### config.mk
export PLATFORM = sky130hd
export DESIGN_NAME = coef_run_expander_flat
export DESIGN_NICKNAME = d
export VERILOG_FILES = /design/src/rtl/coef_run_expander_pkg.sv /design/src/rtl/coef_run_expander_if.sv /design/src/rtl/coef_run_expander_vli_decode.sv /design/src/rtl/coef_run_expander.sv /design/src/flat_wrapper.sv
export SDC_FILE = /design/constraint.sdc
export NUM_CORES = 1
export LEC_CHECK = 0
export ABC_AREA = 1
export BUFFER_PORTS_ARGS = -buffer_cell sky130_fd_sc_hd__clkbuf_2
export CAP_MARGIN = 40
export CELL_PAD_IN_SITES_DETAIL_PLACEMENT = 1
export CELL_PAD_IN_SITES_GLOBAL_PLACEMENT = 1
export CORE_ASPECT_RATIO = 1.4
export CORE_UTILIZATION = 48
export CTS_BUF_LIST = sky130_fd_sc_hd__clkbuf_8
export CTS_CLUSTER_DIAMETER = 50
export DETAILED_ROUTE_END_ITERATION = 7
export PLACE_DENSITY_LB_ADDON = 0.05
export SLEW_MARGIN = 15
export SYNTH_ARGS = -nofsm -noshare
export SYNTH_HDL_FRONTEND = slang
export SYNTH_SLANG_ARGS = --single-unit
export TNS_END_PERCENT = 20
### constraint.sdc
create_clock -name clk -period 3.3 [get_ports clk]
set_clock_uncertainty 0.15 [all_clocks]
set_input_delay 0.165 -clock clk [delete_from_list [all_inputs] [get_ports clk]]
set_output_delay 0.165 -clock clk [all_outputs]
set_load 0.01 [all_outputs]
### src/rtl/coef_run_expander_pkg.sv
// Shared types and constants for the coefficient run expander.
// Decode-side symbol bundle plus run/block limits.
package coef_run_expander_pkg;

   localparam int DW     = 10;
   localparam int VLI_W  = DW - 1;
   localparam int SIZE_W = $clog2(VLI_W) + 1;

   localparam logic [3:0] ZRL_RUN  = 4'd15;
   localparam logic [5:0] LAST_IDX = 6'd63;

   typedef struct packed {
      logic              is_dc;
      logic [3:0]        run;
      logic [SIZE_W-1:0] size;
      logic [VLI_W-1:0]  vli;
   } sym_t;

   typedef enum logic [2:0] {
      S_DC,
      S_AC,
      S_ZERO,
      S_VAL,
      S_FILL
   } state_t;

   function automatic logic is_eob(sym_t s);
      return !s.is_dc && (s.run == 4'd0) && (s.size == '0);
   endfunction

   function automatic logic is_zrl(sym_t s);
      return !s.is_dc && (s.run == ZRL_RUN) && (s.size == '0);
   endfunction

endpackage

### src/rtl/coef_run_expander_if.sv
// Symbol-in / coefficient-out handshake bundle.
// master = Huffman-decoder side plus downstream ready, slave = expander.
interface coef_run_expander_if #(
   parameter int DATA_WIDTH = 10
);
   localparam int SW = $clog2(DATA_WIDTH - 1) + 1;

   logic                  sym_valid;
   logic                  sym_ready;
   logic                  sym_isDC;
   logic [3:0]            sym_run;
   logic [SW-1:0]         sym_size;
   logic [DATA_WIDTH-2:0] sym_vli;
   logic                  pred_clr;
   logic                  coef_valid;
   logic                  coef_ready;
   logic [DATA_WIDTH-1:0] coef_data;
   logic                  coef_done;
   logic                  err;

   modport master (
      output sym_valid, sym_isDC, sym_run, sym_size, sym_vli,
      output pred_clr, coef_ready,
      input  sym_ready, coef_valid, coef_data, coef_done, err
   );

   modport slave (
      input  sym_valid, sym_isDC, sym_run, sym_size, sym_vli,
      input  pred_clr, coef_ready,
      output sym_ready, coef_valid, coef_data, coef_done, err
   );

endinterface

### src/rtl/coef_run_expander_vli_decode.sv
// Combinational VLI decode: low `size` bits of vli to a signed value.
// Sizes beyond the vli width are clamped to the full vli width.
module vli_decode #(
   parameter  int DATA_WIDTH = 10,
   localparam int VW = DATA_WIDTH - 1,
   localparam int SW = $clog2(VW) + 1
) (
   input  logic [VW-1:0]         vli,
   input  logic [SW-1:0]         size,
   output logic [DATA_WIDTH-1:0] value
);

   int                    sz;
   logic [VW-1:0]         m;
   logic                  msb;
   logic [DATA_WIDTH-1:0] ext;
   logic [DATA_WIDTH-1:0] span;

   always_comb begin
      sz  = (int'(size) > VW) ? VW : int'(size);
      m   = '0;
      msb = 1'b0;
      for (int i = 0; i < VW; i++) begin
         if (i < sz) m[i] = vli[i];
         if (i == sz - 1) msb = vli[i];
      end
      ext  = {1'b0, m};
      span = DATA_WIDTH'(1) << sz;
      if (sz == 0)
         value = '0;
      else if (msb)
         value = ext;
      else
         value = ext - span + DATA_WIDTH'(1);
   end

endmodule

### src/rtl/coef_run_expander.sv
// Expands (isDC, run, size, vli) symbols into 64 zigzag coefficients
// per block, with DC prediction and a registered output stage.
module coef_run_expander
   import coef_run_expander_pkg::*;
#(
   parameter int DATA_WIDTH = DW
) (
   input logic                clk,
   input logic                rst_n,
   coef_run_expander_if.slave bus
);

   state_t                state_q, state_d;
   logic [5:0]            idx_q, idx_d;
   logic [4:0]            zcnt_q, zcnt_d;
   logic                  zrl_q, zrl_d;
   logic [DATA_WIDTH-1:0] val_q, val_d;
   logic [DATA_WIDTH-1:0] pred_q, pred_d;
   logic [DATA_WIDTH-1:0] data_q, data_d;
   logic                  valid_q, valid_d;
   logic                  done_q, done_d;
   logic                  err_q, err_d;
   logic                  live_q, live_d;

   logic                  adv;
   logic                  rdy;
   logic                  emit;
   logic [DATA_WIDTH-1:0] emit_val;
   logic [DATA_WIDTH-1:0] dec_val;
   sym_t                  sym;

   assign sym = '{
      is_dc: bus.sym_isDC,
      run:   bus.sym_run,
      size:  bus.sym_size,
      vli:   bus.sym_vli
   };

   vli_decode #(
      .DATA_WIDTH(DATA_WIDTH)
   ) u_vli (
      .vli  (sym.vli),
      .size (sym.size),
      .value(dec_val)
   );

   always_comb begin
      state_d  = state_q;
      idx_d    = idx_q;
      zcnt_d   = zcnt_q;
      zrl_d    = zrl_q;
      val_d    = val_q;
      pred_d   = pred_q;
      data_d   = data_q;
      valid_d  = valid_q;
      done_d   = done_q;
      err_d    = 1'b0;
      live_d   = 1'b1;
      adv      = !valid_q || bus.coef_ready;
      rdy      = 1'b0;
      emit     = 1'b0;
      emit_val = '0;

      unique case (state_q)
         S_DC: begin
            rdy = live_q && adv;
            if (rdy && bus.sym_valid) begin
               if (sym.is_dc) begin
                  emit     = 1'b1;
                  emit_val = pred_q + dec_val;
                  pred_d   = emit_val;
                  state_d  = S_AC;
               end else if (!is_eob(sym)) begin
                  err_d = 1'b1;
               end
            end
         end
         S_AC: begin
            rdy = adv && !sym.is_dc;
            // A DC here means the block was cut short; pad it, then retake the DC
            if (bus.sym_valid && sym.is_dc) begin
               err_d   = 1'b1;
               state_d = S_FILL;
            end else if (rdy && bus.sym_valid) begin
               if (is_eob(sym)) begin
                  state_d = S_FILL;
               end else if (is_zrl(sym)) begin
                  zcnt_d  = 5'd16;
                  zrl_d   = 1'b1;
                  state_d = S_ZERO;
               end else begin
                  zcnt_d  = {1'b0, sym.run};
                  zrl_d   = 1'b0;
                  val_d   = dec_val;
                  state_d = (sym.run != 4'd0) ? S_ZERO : S_VAL;
               end
            end
         end
         S_ZERO: begin
            if (adv) begin
               emit   = 1'b1;
               zcnt_d = zcnt_q - 5'd1;
               if (zcnt_q == 5'd1)
                  state_d = zrl_q ? S_AC : S_VAL;
            end
         end
         S_VAL: begin
            if (adv) begin
               emit     = 1'b1;
               emit_val = val_q;
               state_d  = S_AC;
            end
         end
         S_FILL: begin
            if (adv) emit = 1'b1;
         end
         default: state_d = S_DC;
      endcase

      if (emit) begin
         valid_d = 1'b1;
         data_d  = emit_val;
         done_d  = (idx_q == LAST_IDX);
         idx_d   = idx_q + 6'd1;
         if (idx_q == LAST_IDX) begin
            state_d = S_DC;
            idx_d   = '0;
            zcnt_d  = '0;
            zrl_d   = 1'b0;
            // Zeros or a value still pending past the last slot are dropped
            if (state_q == S_ZERO && !(zrl_q && zcnt_q == 5'd1))
               err_d = 1'b1;
         end
      end else if (adv) begin
         valid_d = 1'b0;
         done_d  = 1'b0;
      end

      if (bus.pred_clr) pred_d = '0;
   end

   always_ff @(posedge clk or negedge rst_n) begin
      if (!rst_n) begin
         state_q <= S_DC;
         idx_q   <= '0;
         zcnt_q  <= '0;
         zrl_q   <= 1'b0;
         val_q   <= '0;
         pred_q  <= '0;
         data_q  <= '0;
         valid_q <= 1'b0;
         done_q  <= 1'b0;
         err_q   <= 1'b0;
         live_q  <= 1'b0;
      end else begin
         state_q <= state_d;
         idx_q   <= idx_d;
         zcnt_q  <= zcnt_d;
         zrl_q   <= zrl_d;
         val_q   <= val_d;
         pred_q  <= pred_d;
         data_q  <= data_d;
         valid_q <= valid_d;
         done_q  <= done_d;
         err_q   <= err_d;
         live_q  <= live_d;
      end
   end

   assign bus.sym_ready  = rdy;
   assign bus.coef_valid = valid_q;
   assign bus.coef_data  = data_q;
   assign bus.coef_done  = done_q;
   assign bus.err        = err_q;

endmodule

### src/flat_wrapper.sv
// flat-port wrapper written by rule: the top's interface ports become plain ports
module coef_run_expander_flat import coef_run_expander_pkg::*;
#(
   parameter int DATA_WIDTH = DW
)
  (clk, rst_n, bus_sym_valid, bus_sym_isDC, bus_sym_run, bus_sym_size, bus_sym_vli, bus_pred_clr, bus_coef_ready, bus_sym_ready, bus_coef_valid, bus_coef_data, bus_coef_done, bus_err);
  coef_run_expander_if #(.DATA_WIDTH(DATA_WIDTH)) bus_i ();
  input logic clk;
  input logic rst_n;
  input wire logic [$bits(bus_i.sym_valid)-1:0] bus_sym_valid;
  input wire logic [$bits(bus_i.sym_isDC)-1:0] bus_sym_isDC;
  input wire logic [$bits(bus_i.sym_run)-1:0] bus_sym_run;
  input wire logic [$bits(bus_i.sym_size)-1:0] bus_sym_size;
  input wire logic [$bits(bus_i.sym_vli)-1:0] bus_sym_vli;
  input wire logic [$bits(bus_i.pred_clr)-1:0] bus_pred_clr;
  input wire logic [$bits(bus_i.coef_ready)-1:0] bus_coef_ready;
  output wire logic [$bits(bus_i.sym_ready)-1:0] bus_sym_ready;
  output wire logic [$bits(bus_i.coef_valid)-1:0] bus_coef_valid;
  output wire logic [$bits(bus_i.coef_data)-1:0] bus_coef_data;
  output wire logic [$bits(bus_i.coef_done)-1:0] bus_coef_done;
  output wire logic [$bits(bus_i.err)-1:0] bus_err;
  assign bus_i.sym_valid = bus_sym_valid;
  assign bus_i.sym_isDC = bus_sym_isDC;
  assign bus_i.sym_run = bus_sym_run;
  assign bus_i.sym_size = bus_sym_size;
  assign bus_i.sym_vli = bus_sym_vli;
  assign bus_i.pred_clr = bus_pred_clr;
  assign bus_i.coef_ready = bus_coef_ready;
  assign bus_sym_ready = bus_i.sym_ready;
  assign bus_coef_valid = bus_i.coef_valid;
  assign bus_coef_data = bus_i.coef_data;
  assign bus_coef_done = bus_i.coef_done;
  assign bus_err = bus_i.err;
  coef_run_expander #(.DATA_WIDTH(DATA_WIDTH)) u_core (.clk(clk), .rst_n(rst_n), .bus(bus_i));
endmodule
==> impl_metrics.yaml, run 1 <==
floorplanning:
  die_width_um: 76.63
  rows: 37
  io_pins: 38
  die_h_um: 106.5
  start_util_pct: 50.21
sta:
  worstEpCategory: "register data pin"
  grt-worst-endpoint: "u_core.bus.coef_data[9]$_DFFE_PN0P_/D"
place:
  hpwl_mm: 10.93
  io_buffer_count: 37
  place_congestion: 0.8386
clock_tree:
  cts.sinks: 49
  clock_path_buffers: 2
  root_buffer: "clkbuf_8"
  cts-buffers-inserted: 5
  htreeDepth: 2
synth:
  yosys.area.top_type: "dfrtp_1"
  synth_top_flop_cell: "dfrtp_1"
  synth_top_family_by_area: "simple AND/OR/NAND/NOR gates"
  syn_area_um2: 3742
  muxShareOfSynthArea_pct: 0
  synth_xor_area_share_pct: 2.106
  ys_ff_latch: 49
  async_reset_ff_share_pct: 100.0
  synth_top_area_share_pct: 32.76
  synth-simple-area-share_pct: 33.77
  synth_edf_count: 0
  synthCells: 539
  synthAdderAreaFrac_pct: 10.77
  ys_types: 43
  yosysSeqAreaShare_pct: 32.76
  yosys_warnings: 0
  synth-compound-area-share_pct: 11.50
  synth_area_per_cell_um2: 6.943
  yosys-top-cells-area: "dfrtp_1 (33%), nand2_1 (16%), ha_1 (9.7%)"
  syn_nets: 594
status:
  status: "did not finish"
  lastStage: "global routing (5_1_grt)"
  tool.error: "[ERROR GRT-0232] Routing congestion too high. Check the congestion heatmap in the GUI."
global_route:
  track_usage_pct: 84.35
  grt_max_degree: 29
  overflow: 258
-- metrics by stage --
step | worst slack (ns) | cells | area [um2] | hold WS, ns | util [%]
CTS | -0.2669 | 753 | 4967 | 0.01074 | 66.64
detailed placement | -0.6913 | 736 | 4613 | 0.03155 | 61.89
global placement | -0.4823 | 736 | 4613 | 0.02908 | 61.89
floorplan | -0.1441 | 539 | 3825 | -0.2806 | -
-- logic make-up after synthesis --
| kind of cell | Yosys count |
|---|---|
| AND/OR/NAND/NOR | 291 |
| buffers and inverters | 85 |
| XOR/XNOR | 9 |
| AO/OA/AOI/OAI | 73 |
| other | 1 |
| adder cells (fa/ha/maj) | 31 |
| flip-flops | 49 |
-- synth_stat cells, drive strengths merged (2+ instances only) --
master and n:
a21o 4, a21oi 28, a22oi 2, a31oi 3, and2 3, buf 7
clkinv 2, dfrtp 49, fa 2, ha 29, inv 76, nand2 162
nand3 34, nand4 20, nor2 56, nor3 7, nor4 3, o211ai 5
o21ai 21, or2 5, xnor2 3, xor2 6
-- routing by layer --
layer,GRT overflow,track usage [%]
met1,4,80.65
met4,75,98.63
met2,173,107.7
met5,4,20.00
met3,2,58.45
-- repair_timing --
item	CTS
hold buffers	2
hold endpoints to repair	25
cloned	0
endpoints found under the setup margin	14
pin swaps	38
setup buffers	7
gates resized for setup	51
==> run 2, diff against run 1 <==
--- a/config.mk
+++ b/config.mk
@@ -8,14 +8,9 @@
 export ABC_AREA = 1
 export BUFFER_PORTS_ARGS = -buffer_cell sky130_fd_sc_hd__clkbuf_2
 export CAP_MARGIN = 40
-export CELL_PAD_IN_SITES_DETAIL_PLACEMENT = 1
-export CELL_PAD_IN_SITES_GLOBAL_PLACEMENT = 1
-export CORE_ASPECT_RATIO = 1.4
-export CORE_UTILIZATION = 48
-export CTS_BUF_LIST = sky130_fd_sc_hd__clkbuf_8
-export CTS_CLUSTER_DIAMETER = 50
+export CORE_UTILIZATION = 35
 export DETAILED_ROUTE_END_ITERATION = 7
-export PLACE_DENSITY_LB_ADDON = 0.05
+export PLACE_DENSITY_LB_ADDON = 0.15
 export SLEW_MARGIN = 15
 export SYNTH_ARGS = -nofsm -noshare
 export SYNTH_HDL_FRONTEND = slang
==> impl_metrics.yaml, run 2 <==
sta:
  hold_viol_final: 0
  finalCriticalPeriod_ns: 3.437
  drv_slew: 0
  fin_ws_ns: -0.1366
  setup_viol: 8
  relSlewSlack_pct: 57.88
  min_period_over_period_pct: 104.1
  fmax_ghz: 0.2910
  rsz0062_at_grt: "true"
  worst_slew_pin_slew_ns: 0.6318
floorplanning:
  rows: 37
  die_h_um: 105.4
  die_width_um: 105.4
  fp.dieArea_um2: 11110
  coreArea_um2: 10320
  start_util_pct: 36.25
  io_pins: 38
pwr:
  peakVddDrop_mv: 0.3532
  p_per_area_nw_per_um2: 494.0
  finalPower_mw: 2.663
  p_leak_nw: 2.775
detailed_routing:
  dr_wl_met2_mm: 5.399
  drc_errors: 0
  wl_mm: 10.58
  antenna_left: 0
  dr_total_vias: 3923
  met3_length_um: 215
  drtIter0Drc: 112
  maxUsedRoutingLayer: "met4"
  viasPerCell: 4.843
  dr.pass1.iters: 4
  wl_met1_mm: 4.899
  drt-wirelength-per-cell_um: 13.06
synth:
  ys_types: 43
  yosys_warnings: 0
  ys_ff_latch: 49
  yosys.area.top_type: "dfrtp_1"
  syn_area_um2: 3742
  yosysSeqAreaShare_pct: 32.76
  synth_area_per_cell_um2: 6.943
  synthCells: 539
  yosys-top-cells-area: "dfrtp_1 (33%), nand2_1 (16%), ha_1 (9.7%)"
  syn_nets: 594
  synth_edf_count: 0
  synth_common_cells: "nand2_1 (157), inv_1 (71), dfrtp_1 (49), nor2_1 (49), nand3_1 (34)"
  synth_most_common_cell: "nand2_1"
  synth_top_flop_cell: "dfrtp_1"
  synth_top_area_share_pct: 32.76
  async_reset_ff_share_pct: 100.0
clock_tree:
  root_buffer: "clkbuf_8"
  cts.sinks: 49
  cts_tree: "built"
  htreeDepth: 2
  cts.clk_slew.worst_paths_ns: 0.11
  clock_latency_ns: 0.32
  clock_path_buffers: 2
  cts-buffers-inserted: 5
critical_path:
  reg2reg_setup_slack_ns: 0.85
  worstPathRequired_ns: 3.40
  cpMaxStageDelayCell: "fa_2"
  cp_max_fo: 4
  r2r_start: "u_core.bus.coef_valid"
  worstSetupEndpointType: "flip-flop"
  slowest_delay_ns: 0.39
  startpoint_type: "primary input"
  r2r_cells: 11
  critical_path_class: "in -> reg"
  critPathTopFamily: "adder cells"
  crit_chain: "clkbuf_2, nor2_4, inv_1, nor2_4, clkinv_4, nand2_4, inv_2, ha_4, ha_4, fa_2, buf_4, buf_4, xor2_1, or2_4, and2_4, ha_4, o21ai_2, nand2_2, buf_4, nand4_1, o211ai_1, a21oi_1, o21ai_1, a21oi_1"
  critPathBufInv: 7
  cp.arrival_ns: 3.54
  r2r-end: "u_core.pred_q[4]"
layout:
  final_common_cell: "nand2_1"
  finalNonFillerCells: 810
  drive_gt1_share_pct: 36.05
  n_fill_cell: 1032
  mostFrequentLayoutCells: "nand2_1 (130), buf_4 (86), inv_1 (64)"
  finalNetCount: 728
  area_growth_pct: 44.03
  design_area_um2: 5390
  diodes: 0
place:
  place_congestion: 0.8465
  pre_cts_slack_ns: -0.5761
  hpwl_mm: 8.076
  placedCellCount: 782
  io_buffer_count: 37
  placed_area_um2: 4715
job:
  max-cap-violations: 0
global_route:
  grt_pass1_vias: 3942
  grt_max_degree: 27
  grt_antenna_before_repair: 0
  grt_pass1_wl_mm: 17.63
  track_usage_pct: 19.69
  overflow: 0
hold_path:
  hold_path.class: "in -> reg"
  holdPathStages: 3
  hp-start: "bus_sym_valid"
  whs_endpoint: "u_core.bus.err"
status:
  status: "complete, but fails checks"
  violations: "negative setup slack"
-- run 2: cell counts after synthesis --
No cell type changed its count.
-- run 2: cell type report --
class	count	area (um2)	area share (%)
well taps	136	170.2	3.157
clock inverters	3	25.02	0.4643
flip-flops and latches	49	1226	22.75
multi-input cells	405	2625	48.70
clock buffers	5	68.82	1.277
inverters	78	302.8	5.617
repair buffers	134	972.2	18.04
-- run 2: metal layers --
metal / GRT usage (%) / vias up
li1: - / 2028
met1: 24.28 / 1855
met2: 36.42 / 35
met3: 2.659 / 5
met4: 3.823 / 0
met5: 0 / -
-- run 2: metrics by stage --
stage / hold WS [ns] / utilization (%) / TNS (ns)
after floorplan: -0.2806 / - / -0.2883
after global placement: 0.05403 / 45.67 / -4.801
after detailed placement: 0.07185 / 45.67 / -5.122
after CTS: 0.005301 / 49.25 / -0.02430
after global routing: 0.04506 / 52.21 / -2.324
final: 0.02140 / 52.21 / -0.5538
-- run 2: how the worst max path moves through the flow --
stage	startpoint	end	slack (ns)	cells after the start
6_report	bus_sym_size[1]	u_core.pred_q[8]	-0.14	24
2_1_floorplan	bus_sym_size[4]	u_core.bus.coef_data[9]	-0.14	29
3_5_place_dp	bus_sym_size[4]	u_core.bus.coef_data[9]	-0.58	28
4_1_cts	bus_sym_size[2]	u_core.bus.coef_data[9]	-0.02	29
3_3_place_gp	bus_sym_size[4]	u_core.bus.coef_data[9]	-0.56	28
5_1_grt	bus_sym_size[4]	u_core.pred_q[8]	-0.36	27
-- run 2: cells by family after synthesis --
| family | synth area share (%) |
|---|---|
| AOI/OAI and AO/OA | 11.50 |
| xor gates and xnor gates | 2.106 |
| other | 0.1002 |
| DFF | 32.77 |
| adders and majority gates | 10.77 |
| and+or+nand+nor | 33.77 |
| buffers and inverters | 8.994 |
-- run 2: tightest hold or removal path, delay by kind of cell --
family                 cells  cell delay, ns
AOI/OAI and AO/OA          1            0.11
buffers and inverters      1            0.09
and+or+nand+nor            1            0.08
-- run 2: where the power goes --
part | total [mW] | leakage, nW | internal [mW] | switching (mW)
sequential | 0.919 | 0.638 | 0.794 | 0.125
clock | 0.385 | 0.0447 | 0.154 | 0.231
combinational | 1.36 | 2.09 | 0.617 | 0.742
-- run 2: what timing repair did --
item / 4_1_cts / 5_1_grt
gates cloned: 0 / 0
endpoints found under the setup margin: 10 / 12
pin swaps: 23 / 75
gates resized for setup: 40 / 72
hold buffers: 4 / 0
buffers inserted: 7 / 11
hold endpoints to repair: 30 / 0
Power figures use the tool's default switching activity.
